$ cat src/rtl/fifo_pkg.sv
// Shared definitions for the dual-clock line FIFO pointer controllers.
// Holds the default pointer width and the Gray/binary conversion helpers
// used by both the write-side (fifo_wptr_full) and read-side (fifo_rptr_empty) logic.
package fifo_pkg;

    // Default storage address width: 2**10 = 1024 entries.
    localparam int FIFO_PTR_WD = 10;

    // Working width of the conversion helpers. Callers zero-extend their
    // pointer into this width and slice the result back down; because the
    // upper bits are zero, both conversions give the same low bits as a
    // conversion done at the caller's exact width, so one function serves
    // any pointer width up to FUNC_WD.
    localparam int FUNC_WD = 32;

    function automatic logic [FUNC_WD-1:0] bin2gray(input logic [FUNC_WD-1:0] bin);
        return bin ^ (bin >> 1);
    endfunction

    // Prefix XOR from the MSB down, done as a log-depth shift cascade.
    function automatic logic [FUNC_WD-1:0] gray2bin(input logic [FUNC_WD-1:0] gray);
        logic [FUNC_WD-1:0] bin;
        bin = gray;
        bin = bin ^ (bin >> 1);
        bin = bin ^ (bin >> 2);
        bin = bin ^ (bin >> 4);
        bin = bin ^ (bin >> 8);
        bin = bin ^ (bin >> 16);
        return bin;
    endfunction

endpackage

$ cat src/rtl/sync_2ff.sv
// Two-flop synchroniser for a multi-bit Gray-coded bus crossing into clk.
// Ports: clk/rst (async active-high reset), d (asynchronous input), q (synchronised output).
// Latency: 2 clk cycles from d to q. No flow control.
module sync_2ff #(
    parameter int WIDTH = 1
) (
    input  logic             clk,
    input  logic             rst,
    input  logic [WIDTH-1:0] d,
    output logic [WIDTH-1:0] q
);

    logic [WIDTH-1:0] rq1;

    always_ff @(posedge clk or posedge rst) begin
        if (rst) begin
            rq1 <= '0;
            q   <= '0;
        end else begin
            rq1 <= d;
            q   <= rq1;
        end
    end

endmodule

$ cat src/rtl/fifo_wptr_full.sv
// Write-domain pointer/flag controller of the dual-clock line FIFO.
// Ports: wclk_i/wrst_i; wr_req_i in, wen_o/waddr_o to storage; wptr_gray_o to read domain;
//        rptr_gray_i from read domain; full_o/afull_o/wcount_o/overflow_o status; overflow_clr_i.
// Latency: wen_o combinational from wr_req_i; status registered; full release lags reads by 3 cycles.
module fifo_wptr_full
    import fifo_pkg::*;
#(
    parameter int PTR_WD    = FIFO_PTR_WD,
    parameter int AFULL_THR = 1020
) (
    input  logic              wclk_i,
    input  logic              wrst_i,
    input  logic              wr_req_i,
    input  logic [PTR_WD:0]   rptr_gray_i,
    output logic              wen_o,
    output logic [PTR_WD-1:0] waddr_o,
    output logic [PTR_WD:0]   wptr_gray_o,
    output logic              full_o,
    output logic              afull_o,
    output logic [PTR_WD:0]   wcount_o,
    output logic              overflow_o,
    input  logic              overflow_clr_i
);

    // Threshold sized to the level width; legal values 1..DEPTH always fit.
    localparam logic [PTR_WD:0] AFULL_LVL = (PTR_WD+1)'(AFULL_THR);

    logic [PTR_WD:0]  wbin;
    logic [PTR_WD:0]  wgray;
    logic [PTR_WD:0]  wbin_next;
    logic [PTR_WD:0]  wgray_next;
    logic [PTR_WD:0]  rq2;
    logic [PTR_WD:0]  rbin_s;
    logic [PTR_WD:0]  level_next;
    logic [PTR_WD:0]  full_gray;
    logic [FUNC_WD-1:0] b2g_wide;
    logic [FUNC_WD-1:0] g2b_wide;

    // Only the second stage of the synchroniser is ever consumed.
    sync_2ff #(
        .WIDTH (PTR_WD + 1)
    ) u_rptr_sync (
        .clk (wclk_i),
        .rst (wrst_i),
        .d   (rptr_gray_i),
        .q   (rq2)
    );

    always_comb begin
        // Reset gates the enable explicitly: full_o is already 0 in reset,
        // so without this term a held wr_req_i would write during reset.
        wen_o      = wr_req_i & ~full_o & ~wrst_i;
        wbin_next  = wbin + {{PTR_WD{1'b0}}, wen_o};
        b2g_wide   = bin2gray(FUNC_WD'(wbin_next));
        wgray_next = b2g_wide[PTR_WD:0];
        g2b_wide   = gray2bin(FUNC_WD'(rq2));
        rbin_s     = g2b_wide[PTR_WD:0];
        // Modulo subtraction of the extra-wrap-bit pointers yields 0..DEPTH.
        level_next = wbin_next - rbin_s;
        // Full when write pointer is exactly one lap ahead of the read pointer:
        // in Gray code that is the top two bits inverted, the rest equal.
        full_gray  = {~rq2[PTR_WD:PTR_WD-1], rq2[PTR_WD-2:0]};
    end

    assign waddr_o     = wbin[PTR_WD-1:0];
    assign wptr_gray_o = wgray;

    always_ff @(posedge wclk_i or posedge wrst_i) begin
        if (wrst_i) begin
            wbin       <= '0;
            wgray      <= '0;
            full_o     <= 1'b0;
            afull_o    <= 1'b0;
            wcount_o   <= '0;
            overflow_o <= 1'b0;
        end else begin
            wbin       <= wbin_next;
            wgray      <= wgray_next;
            full_o     <= (wgray_next == full_gray);
            afull_o    <= (level_next >= AFULL_LVL);
            wcount_o   <= level_next;
            // Set has priority over clear so a refused write is never lost.
            overflow_o <= (wr_req_i & full_o) | (overflow_o & ~overflow_clr_i);
        end
    end

endmodule

$ cat config.mk
export PLATFORM = sky130hd
export DESIGN_NAME = fifo_wptr_full
export DESIGN_NICKNAME = d
export VERILOG_FILES = /design/src/rtl/fifo_pkg.sv /design/src/rtl/sync_2ff.sv /design/src/rtl/fifo_wptr_full.sv
export SDC_FILE = /design/constraint.sdc
export NUM_CORES = 1
export LEC_CHECK = 0
export CAP_MARGIN = 20
export CORE_ASPECT_RATIO = 0.7
export CORE_MARGIN = 2
export CORE_UTILIZATION = 56
export CTS_CLUSTER_DIAMETER = 100
export DETAILED_ROUTE_END_ITERATION = 10
export PLACE_DENSITY = 0.85
export SETUP_SLACK_MARGIN = 0.5
export SLEW_MARGIN = 20
export SYNTH_ARGS = -nofsm -noshare
export SYNTH_HDL_FRONTEND = slang
export SYNTH_SLANG_ARGS = --single-unit
$ cat constraint.sdc
create_clock -name wclk_i -period 6 [get_ports wclk_i]
set_input_delay 1.2 -clock wclk_i [delete_from_list [all_inputs] [get_ports wclk_i]]
set_output_delay 1.2 -clock wclk_i [all_outputs]
set_load 0.01 [all_outputs]
==> reports/qor.yml <==
total_power_mw: 1.611
antenna_found_initial: 0
synth_seq_area_share_pct: 51.31
grt_max_degree: 34
grt_pass1_wl_mm: 9.163
avgViaCountPerCell: 5.182
routed_wirelength_mm: 5.520
max_clock_freq_mhz: 204.6
syn-num-nets: 268
core_mm2: 0.004782
dieArea_mm2: 0.005553
clkTransAtPathRegs_ns: 0.06
slew_headroom_pct: 37.66
synthesis.area_mm2: 0.002780
ff2ff_path_depth: 16
tightest_slew_ns: 0.9319
holdCritStartpoint: "u_rptr_sync.rq1[2]$_DFF_PP0_"
rsz0062_at_grt: "no"
synth_edf_count: 0
grt.overflow.total: 0
post_cts_resized: 0
io_pins: 51
ir_drop_mv: 0.2651
power_density_mw_per_mm2: 454.2
final_util_pct: 74.18
critPathCaptureType: "register"
firstDrtPassIters: 4
pre_cts_slack_ns: 0.8108
place.gp.congestion: 0.8257
start_kind: "input port"
clkSinkCount: 57
rows: 21
hold_depth: 0
grt_pass1_vias: 1869
reg2reg_to: "afull_o$_DFF_PP0_"
globalRouteTotalUtil_pct: 22.55
area_delta_synth_final_pct: 27.59
synth_area_leader_cell: "dfrtp_1"
synth_cell_types: 50
outcome: "completed"
die_w_um: 88.22
synth_flop_cell: "dfrtp_1"
ys_ff_latch: 57
drive_gt1_share_pct: 8.667
initial_utilization_pct: 58.14
fin_crit_sh_pct: 81.45
r2r_slack_ns: 1.50
async_reset_ff_share_pct: 100.0
post_cts_buffers: 0
finalHoldViolations: 0
fin_ws_ns: 1.113
route.detailed.drc: 0
tritoncts: "built"
r2r-start: "u_rptr_sync.q[10]$_DFF_PP0_"
dpl.hpwl_mm: 4.047
vias: 1912
synth_top_area_share_pct: 51.31
die_h_um: 62.95
ant_nets: 0
drt_iter0_markers: 83
insertion_delay_ns: 0.33
syn_area_per_cell_um2: 11.54
slowest_stage: "ha_1"
worstPathCellList: "clkdlybuf4s50_1 > nor3b_1 > ha_1 > xnor2_1 > inv_1 > ha_1 > nor2b_1 > o21ai_0 > a21boi_0 > o21ai_0 > a2111oi_0 > o22ai_1 > xnor2_1 > a41o_1"
hold_end: "u_rptr_sync.q[2]$_DFF_PP0_"
cts_buffers: 9
synth.area.top_cells: "dfrtp_1 51%, xnor2_1 9.1%, xor2_1 6.3%, ha_1 5.0%, inv_1 2.2%"
htree_levels: 3
setup_viol: 0
leakage_nw: 1.569
tns_ns: 0
numPortBuffers: 50
min_period_ns: 4.887
yosysWarnings: 0
antenna_cells: 0
crit_required_ns: 6.28
wire_per_inst_um: 14.96
crit_path_max_incr_delay_ns: 0.48
fin_nets: 322
finalClockSkew_ns: 0.006208
holdBufCountCts: 0
slew_violations: 0
setup.worst_path.class: "in2reg"
synth_cells: 241
clockBufferDepth: 2
root_buffer: "clkbuf_8"
cap_violations: 0
crit_arrival_ns: 5.16
critPathMaxFanout: 11
hold_class: "reg2reg"
critical path: cells and delay by family:
family	cells	cell delay, ns
adder cells (fa/ha/maj)	2	0.78
buffers and inverters	2	0.59
XOR/XNOR	2	0.56
AND/OR/NAND/NOR	2	0.56
AO/OA/AOI/OAI	6	1.46
synthesized netlist by cell type (all sizes together), types with 4 or more instances:
| cell | instances |
|---|---|
| xnor2 | 29 |
| nand3 | 4 |
| ha | 11 |
| nor3 | 4 |
| a21oi | 8 |
| nor2 | 15 |
| xor2 | 20 |
| o21ai | 11 |
| nand2 | 10 |
| inv | 16 |
| dfrtp | 57 |
| buf | 5 |
area by class of cell:
cell class	instances	area, µm²
clock buffers	11	141.4
clock inverters	5	55.05
fillers	342	1235
inverters	16	60.06
multi-input cells	160	1257
flip-flops and latches	57	1426
well taps	69	86.33
repair buffers	51	520.5
stage by stage:
stage / hold WS, ns / std cells / area, µm²
6_report: 0.3431 / 369 / 3547
5_1_grt: 0.3551 / 369 / 3547
3_3_place_gp: 0.3316 / 352 / 3331
2_1_floorplan: 0.3312 / 241 / 2780
4_1_cts: 0.3477 / 369 / 3547
3_5_place_dp: 0.3347 / 353 / 3351
metal layers:
| metal | wire length (µm) | part of all wire (%) | up-vias | GRT usage (%) |
|---|---|---|---|---|
| met3 | 350 | 6.3 | 4 | 8.851 |
| met4 | 36 | 0.65 | 0 | 5.682 |
| met2 | 2512 | 46 | 61 | 33.08 |
| li1 | - | - | 931 | - |
| met1 | 2621 | 47 | 916 | 31.63 |
| met5 | 0 | 0 | - | 0 |
cell usage in the layout, fill, tap and decap left out, types with 2 or more instances in the layout:
cell type / instances
dfrtp_1: 57
clkdlybuf4s50_1: 50
xnor2_1: 29
xor2_1: 20
inv_1: 15
nor2_1: 15
o21ai_0: 11
ha_1: 11
nand2_1: 10
clkbuf_8: 10
a21oi_1: 8
nor3_1: 4
nand4_1: 3
or2_2: 3
nand3_1: 3
nor4_1: 3
xnor3_2: 2
nor3b_1: 2
and4_1: 2
nor2b_1: 2
nand2b_1: 2
o2111ai_1: 2
a2111oi_0: 2
a211oi_1: 2
clkinv_2: 2
clkinvlp_4: 2
how the worst max path moves through the flow:
stage                   from  cells past startpoint           endpoint  slack, ns
finish              wr_req_i                     14  afull_o$_DFF_PP0_       1.11
global route        wr_req_i                     14  afull_o$_DFF_PP0_       0.72
CTS                 wr_req_i                     14  afull_o$_DFF_PP0_       1.15
detailed placement  wr_req_i                     14  afull_o$_DFF_PP0_       0.81
global placement    wr_req_i                     13  afull_o$_DFF_PP0_       1.14
floorplan           wr_req_i                     14  afull_o$_DFF_PP0_       1.67
flip-flops by register name (all words and copies together), names as in the netlist:
register	cells
full_o	1
wcount_o	11
wbin	11
u_rptr_sync.q	11
wptr_gray_o	10
afull_o	1
overflow_o	1
u_rptr_sync.rq1	11
power breakdown:
group          switching (mW)  internal (mW)
clock                   0.147          0.201
sequential             0.0661          0.471
combinational           0.377          0.348
total                   0.591           1.02
kinds of logic (layout without fill, tap and decap cells):
logic type / after synthesis / count (layout) / synth area share (%)
AO/OA/AOI/OAI: 37 / 37 / 9.317
XOR/XNOR: 53 / 53 / 18.81
adder cells (fa/ha/maj): 12 / 12 / 5.671
buffers and inverters: 24 / 83 / 3.465
flip-flops: 57 / 57 / 51.31
multiplexers: 1 / 1 / 0.3601
AND/OR/NAND/NOR: 57 / 57 / 11.07
Power figures use the tool's default switching activity.
